--- config.mk ---
export PLATFORM = sky130hd
export DESIGN_NAME = nes_controller_reader
export DESIGN_NICKNAME = d
export VERILOG_FILES = /design/src/rtl/nes_pkg.sv /design/src/rtl/nes_tick_timer.sv /design/src/rtl/nes_controller_reader.sv
export SDC_FILE = /design/constraint.sdc
export NUM_CORES = 1
export LEC_CHECK = 0
export BUFFER_PORTS_ARGS = -buffer_cell sky130_fd_sc_hd__buf_2
export CAP_MARGIN = 30
export CORE_MARGIN = 10
export CORE_UTILIZATION = 55
export CTS_CLUSTER_SIZE = 16
export DETAILED_ROUTE_END_ITERATION = 10
export GPL_TIMING_DRIVEN = 0
export PLACE_DENSITY = 0.84
export SLEW_MARGIN = 20
export SYNTH_ARGS = -nofsm -noshare
export SYNTH_HDL_FRONTEND = slang
export SYNTH_SLANG_ARGS = --single-unit
--- constraint.sdc ---
create_clock -name clk -period 2.6 [get_ports clk]
set_input_delay 0.13 -clock clk [delete_from_list [all_inputs] [get_ports clk]]
set_output_delay 0.13 -clock clk [all_outputs]
set_load 0.01 [all_outputs]
--- src/rtl/nes_pkg.sv ---
// Shared definitions for the NES controller reader.
//   nes_rd_state_t : read sequencer states
//   BTN_*          : bit positions of each button in the published word
//   nes_max        : helper used to size the shared tick timer
package nes_pkg;

  typedef enum logic [2:0] {
    IDLE   = 3'd0,
    LATCH  = 3'd1,
    SETTLE = 3'd2,
    CLK_HI = 3'd3,
    CLK_LO = 3'd4,
    DONE   = 3'd5
  } nes_rd_state_t;

  localparam int BTN_A      = 0;
  localparam int BTN_B      = 1;
  localparam int BTN_SELECT = 2;
  localparam int BTN_START  = 3;
  localparam int BTN_UP     = 4;
  localparam int BTN_DOWN   = 5;
  localparam int BTN_LEFT   = 6;
  localparam int BTN_RIGHT  = 7;

  function automatic int nes_max(input int a, input int b);
    return (a > b) ? a : b;
  endfunction

endpackage

--- src/rtl/nes_tick_timer.sv ---
// Loadable down-counter used to time the latch pulse, the settle gap and
// every nes_clk half-period.
//   clk      in  : system clock
//   reset    in  : asynchronous, active-low
//   load     in  : load load_val this cycle
//   load_val in  : cycles-minus-one the owning state should last
//   done     out : counter has reached zero (last cycle of the interval)
module nes_tick_timer #(
  parameter int W = 10
) (
  input  logic         clk,
  input  logic         reset,
  input  logic         load,
  input  logic [W-1:0] load_val,
  output logic         done
);

  logic [W-1:0] cnt;

  always_ff @(posedge clk or negedge reset) begin
    if (!reset) begin
      cnt <= '0;
    end else if (load) begin
      cnt <= load_val;
    end else if (cnt != '0) begin
      cnt <= cnt - 1'b1;
    end
  end

  // Loading N-1 on state entry makes done rise in the N-th cycle of the state.
  assign done = (cnt == '0);

endmodule

--- src/rtl/nes_controller_reader.sv ---
// Console-side master for the NES serial controller interface.
// Produces the latch and shift-clock pulses, samples the serial line into an
// 8-bit word (A first, bit0 = A) and publishes it with a one-cycle strobe.
// Reads start on poll_req or from the internal auto-poll timer.
//   clk       in  : system clock
//   reset     in  : asynchronous, active-low
//   poll_req  in  : start one read (ignored while busy)
//   auto_en   in  : enable periodic polling every POLL_PERIOD cycles
//   data_in   in  : serial data from the controller
//   nes_latch out : parallel-load strobe
//   nes_clk   out : shift clock
//   nes_en    out : shift enable, high from LATCH through DONE
//   buttons   out : last complete word {R,L,DN,UP,STRT,SEL,B,A}
//   valid     out : buttons updated this cycle
//   busy      out : a read is in progress
module nes_controller_reader
  import nes_pkg::*;
#(
  parameter int CLK_DIV      = 300,
  parameter int LATCH_CYCLES = 600,
  parameter int POLL_PERIOD  = 833333,
  parameter bit DATA_INV     = 1'b0
) (
  input  logic       clk,
  input  logic       reset,
  input  logic       poll_req,
  input  logic       auto_en,
  input  logic       data_in,
  output logic       nes_latch,
  output logic       nes_clk,
  output logic       nes_en,
  output logic [7:0] buttons,
  output logic       valid,
  output logic       busy
);

  localparam int TW = $clog2(nes_max(CLK_DIV, LATCH_CYCLES) + 1);
  localparam int PW = (POLL_PERIOD > 1) ? $clog2(POLL_PERIOD) : 1;
  localparam logic [TW-1:0] LAT_LD  = TW'(LATCH_CYCLES - 1);
  localparam logic [TW-1:0] HALF_LD = TW'(CLK_DIV - 1);
  localparam logic [PW-1:0] POLL_LAST = PW'(POLL_PERIOD - 1);

  nes_rd_state_t   state, state_nx;
  logic [2:0]      idx, samp_idx;
  logic [7:0]      shreg, shreg_nx;
  logic            samp, start;
  logic            tmr_load, tmr_done;
  logic [TW-1:0]   tmr_val;
  logic [PW-1:0]   poll_cnt;
  logic            pending, wrap;

  nes_tick_timer #(.W(TW)) u_tmr (
    .clk      (clk),
    .reset    (reset),
    .load     (tmr_load),
    .load_val (tmr_val),
    .done     (tmr_done)
  );

  always_comb begin
    state_nx = state;
    tmr_load = 1'b0;
    tmr_val  = HALF_LD;
    samp     = 1'b0;
    start    = 1'b0;
    case (state)
      IDLE: begin
        if (poll_req || pending) begin
          state_nx = LATCH;
          tmr_load = 1'b1;
          tmr_val  = LAT_LD;
          start    = 1'b1;
        end
      end
      LATCH: begin
        if (tmr_done) begin
          state_nx = SETTLE;
          tmr_load = 1'b1;
        end
      end
      SETTLE: begin
        if (tmr_done) begin
          samp     = 1'b1;
          state_nx = CLK_HI;
          tmr_load = 1'b1;
        end
      end
      CLK_HI: begin
        if (tmr_done) begin
          state_nx = CLK_LO;
          tmr_load = 1'b1;
        end
      end
      CLK_LO: begin
        if (tmr_done) begin
          samp     = 1'b1;
          tmr_load = 1'b1;
          // idx holds the last bit sampled; bit 7 is the final one.
          state_nx = (idx == 3'd6) ? DONE : CLK_HI;
        end
      end
      DONE:    state_nx = IDLE;
      default: state_nx = IDLE;
    endcase
  end

  // Bit 0 comes in at the end of SETTLE, bits 1..7 at the end of each CLK_LO.
  assign samp_idx = (state == SETTLE) ? 3'd0 : idx + 3'd1;

  always_comb begin
    shreg_nx = shreg;
    if (samp) shreg_nx[samp_idx] = data_in ^ DATA_INV;
  end

  // Auto-poll wrap; a wrap coinciding with a read start is absorbed by it.
  assign wrap = auto_en && (poll_cnt == POLL_LAST);

  always_ff @(posedge clk or negedge reset) begin
    if (!reset) begin
      poll_cnt <= '0;
      pending  <= 1'b0;
    end else if (!auto_en) begin
      poll_cnt <= '0;
      pending  <= 1'b0;
    end else begin
      poll_cnt <= wrap ? '0 : poll_cnt + 1'b1;
      if (start)     pending <= 1'b0;
      else if (wrap) pending <= 1'b1;
    end
  end

  always_ff @(posedge clk or negedge reset) begin
    if (!reset) begin
      state     <= IDLE;
      idx       <= 3'd0;
      nes_latch <= 1'b0;
      nes_clk   <= 1'b0;
      nes_en    <= 1'b0;
      busy      <= 1'b0;
      valid     <= 1'b0;
      buttons   <= 8'h00;
    end else begin
      state     <= state_nx;
      if (samp) idx <= samp_idx;
      nes_latch <= (state_nx == LATCH);
      nes_clk   <= (state_nx == CLK_HI);
      nes_en    <= (state_nx != IDLE);
      busy      <= (state_nx != IDLE);
      valid     <= (state_nx == DONE);
      if (state_nx == DONE) buttons <= shreg_nx;
    end
  end

  always_ff @(posedge clk) begin
    shreg <= shreg_nx;
  end

endmodule

==> out/qor.txt <==
Register area share after synthesis - 0.503
Synth Warn # - 0
Post-Route Utilization - 0.667
Die Y - 90.8 um
Post-synth top cells - dfrtp_1, nor2_1, nand2_1
Syn avg cell area - 10.3 um^2
Placer Congestion - 0.831
Clock latency on the worst-skew pair - 340 ps
Rel. slew slack - 0.511
Req. time, crit path - 2820 ps
Critical Path Most Common Cell - mux2_2
Slowest cell on the critical path - dfrtp_1
I/O pin count - 18
Worst VDD drop - 0.474 mV
RSZ-0062 raised after global routing - false
Async SR Flop Fraction - 0.860
Synth cell types - 42
Setup bufs post-CTS - 0
Cell Area, Synth - 2760 um^2
Detail Route Antenna Nets - 0
Cell-internal power - 1.63 mW
Max Clk Rate - 407 MHz
Vias per inst - 5.56
Detailed Routing Iterations Pass 1 - 4
# port buffers - 17
Total gr overflow - 0
Met2 wire length - 2930 um
CP endpoint kind - register
Die area - 8250 um^2
Final instance area - 3190 um^2
Cell taking the most area after synthesis - dfrtp_1
Top post-synthesis cells by area - dfrtp_1, dfxtp_1, xor2_1
Pwr Density - 690 nW/um^2
Site Rows - 25
Final Setup Violations - 0
Reg clk slew, reported paths - 60 ps
DRC violations left - 0
Largest net degree at the start of global routing - 30
CTS Buf Count - 9
Starting DRT DRC Count - 116
Net Switching - 0.572 mW
Max Clock Skew - 6.70 ps
Root buffer cell - clkbuf_8
Die X - 90.8 um
Seq pwr share - 0.477
Crit Path Max Fanout - 7
Critical path class - register to register
Clock power frac - 0.415
Post-Layout Cell Count - 370
WL final - 5610 um
Pleak - 1.39 nW
Hpwl dp - 3960 um
Outcome - completed
Vias - 2059
Switch share - 0.259
Longest Clk Path Bufs - 2
Placed inst area - 2950 um^2
Number of global-route vias before repair - 2096
Flop2flop setup slack - 140 ps
CTS Sinks - 57
Share of Yosys cell area claimed by the top area cell type - 0.445
Post-Syn Instances - 268
First-pass GRT wire length - 9740 um
Initial Util - 0.576
M1 WL - 2400 um
Max stage delay on crit path - 470 ps
Main flop type after synthesis - dfrtp_1
Final Hold Fails - 0
Initial antenna violation count - 0
Core Area - 4790 um^2
Mapped Nets - 279
Post-route setup TNS - 0 ps
Placed cells - 353
Most common cell in the netlist - dfrtp_1
Period minus WS final - 2460 ps
GRT Util Overall - 0.144
Max-cap violation count - 0
Critical Path Source Type - register
Combinational group share of total power - 0.108
EDFF count, synth - 0
Layout cell share with drive strength beyond 1 - 0.185
Max-slew violations - 0
Drt wl/cell - 15.2 um
Crit path DAT - 2680 ps
Area delta synth->final - 15.7%
Fin nets - 309
Met3 WL post-DR - 218 um
Highest metal used - met4
Hold crit path type - primary input to register
TritonCTS clock tree - done
# H-tree levels - 3
Worst Tran Pin Value - 726 ps
Yosys reg bits - 57
CP cell instances - inv_1 > ha_1 > nor4_2 > nand4_1 > nor3_1 > mux2_2 > mux2_2
Final Cycle Share - 0.945
Diode count - 0
==> metal layers <==
| layer | vias up | GRT usage |
|---|---|---|
| li1 | 1002 | - |
| met5 | - | 0 |
| met3 | 6 | 0.0524 |
| met1 | 1013 | 0.166 |
| met2 | 38 | 0.239 |
| met4 | 0 | 0.0522 |
==> cell usage in the layout, fill, tap and decap left out, types with 8 or more instances in the layout <==
cell type / instances
nand2_1: 24
nor2_1: 31
nor3_1: 9
nand4_1: 11
inv_1: 8
o21ai_0: 13
nand3_1: 9
buf_2: 18
dfrtp_1: 49
dfxtp_1: 8
xor2_1: 18
a21oi_1: 10
clkbuf_8: 10
mux2_2: 13
xnor2_1: 9
==> state kept, by name (all words and copies together) (netlist names) <==
name	cells
poll_cnt	20
u_tmr.cnt	10
buttons	8
shreg	8
idx	3
state	3
busy	1
nes_clk	1
nes_latch	1
pending	1
valid	1
==> final timing paths <==
| check | end | cells after the start | startpoint |
|---|---|---|---|
| worst max-delay path | buttons[2] | 7 | idx[0] |
| worst min register to register | shreg[7] | 1 | shreg[7] |
| worst max register to register | buttons[2] | 7 | idx[0] |
| min in group asynchronous | idx[1] | 2 | reset |
| max in group asynchronous | poll_cnt[4] | 3 | reset |
| worst min-delay path | pending | 3 | auto_en |
==> power by group through the flow <==
stage	registers (mW)	logic, mW	clock network, mW
floorplan	1.05	0.171	0
global placement	1.06	0.225	0
detailed placement	1.07	0.237	0
CTS	1.05	0.241	0.937
global route	1.06	0.275	0.979
finish	1.05	0.238	0.915
==> metrics by stage <==
step / worst slack, ps / total power [mW] / hold WS, ps
3_3_place_gp: 245 / 1.28 / 369
3_5_place_dp: 155 / 1.30 / 214
2_1_floorplan: 457 / 1.22 / -166
6_report: 144 / 2.20 / 55.1
5_1_grt: 7.31 / 2.32 / 65.3
4_1_cts: 141 / 2.23 / 41.1
==> layout make-up <==
type	instances	area (um^2)
inverter	8	30.0
fill	372	1590
tap	67	83.8
clock inverter	5	80.1
multi-input combinational	197	1310
sequential	57	1390
buffer	6	35.0
timing repair buffer	19	123
clock buffer	11	141
==> timing repair <==
| item | 4_1_cts | 5_1_grt |
|---|---|---|
| endpoints found under the hold margin | 28 | 0 |
| setup endpoints to repair | 0 | 4 |
| hold buffers | 1 | 0 |
| resized for setup | 0 | 1 |
==> critical path, delay by kind of cell, from the launching register on <==
| kind | cells | cell delay (ps) |
|---|---|---|
| fa+ha+maj | 1 | 370 |
| buf+inv | 1 | 120 |
| flops | 1 | 470 |
| mux | 2 | 640 |
| simple gates | 3 | 740 |
==> cells by family (layout without fill, tap and decap cells) <==
logic type                 count (synthesis)  count (layout)  synth area share
adders and majority gates                  6               6            0.0272
muxes                                     17              17            0.0694
AOI/OAI and AO/OA                         31              31            0.0640
buffers and inverters                     14              49            0.0236
DFF                                       57              57             0.503
and+or+nand+nor                          116             116             0.227
xor gates and xnor gates                  27              27            0.0858
(Power assumes the default switching activity.)
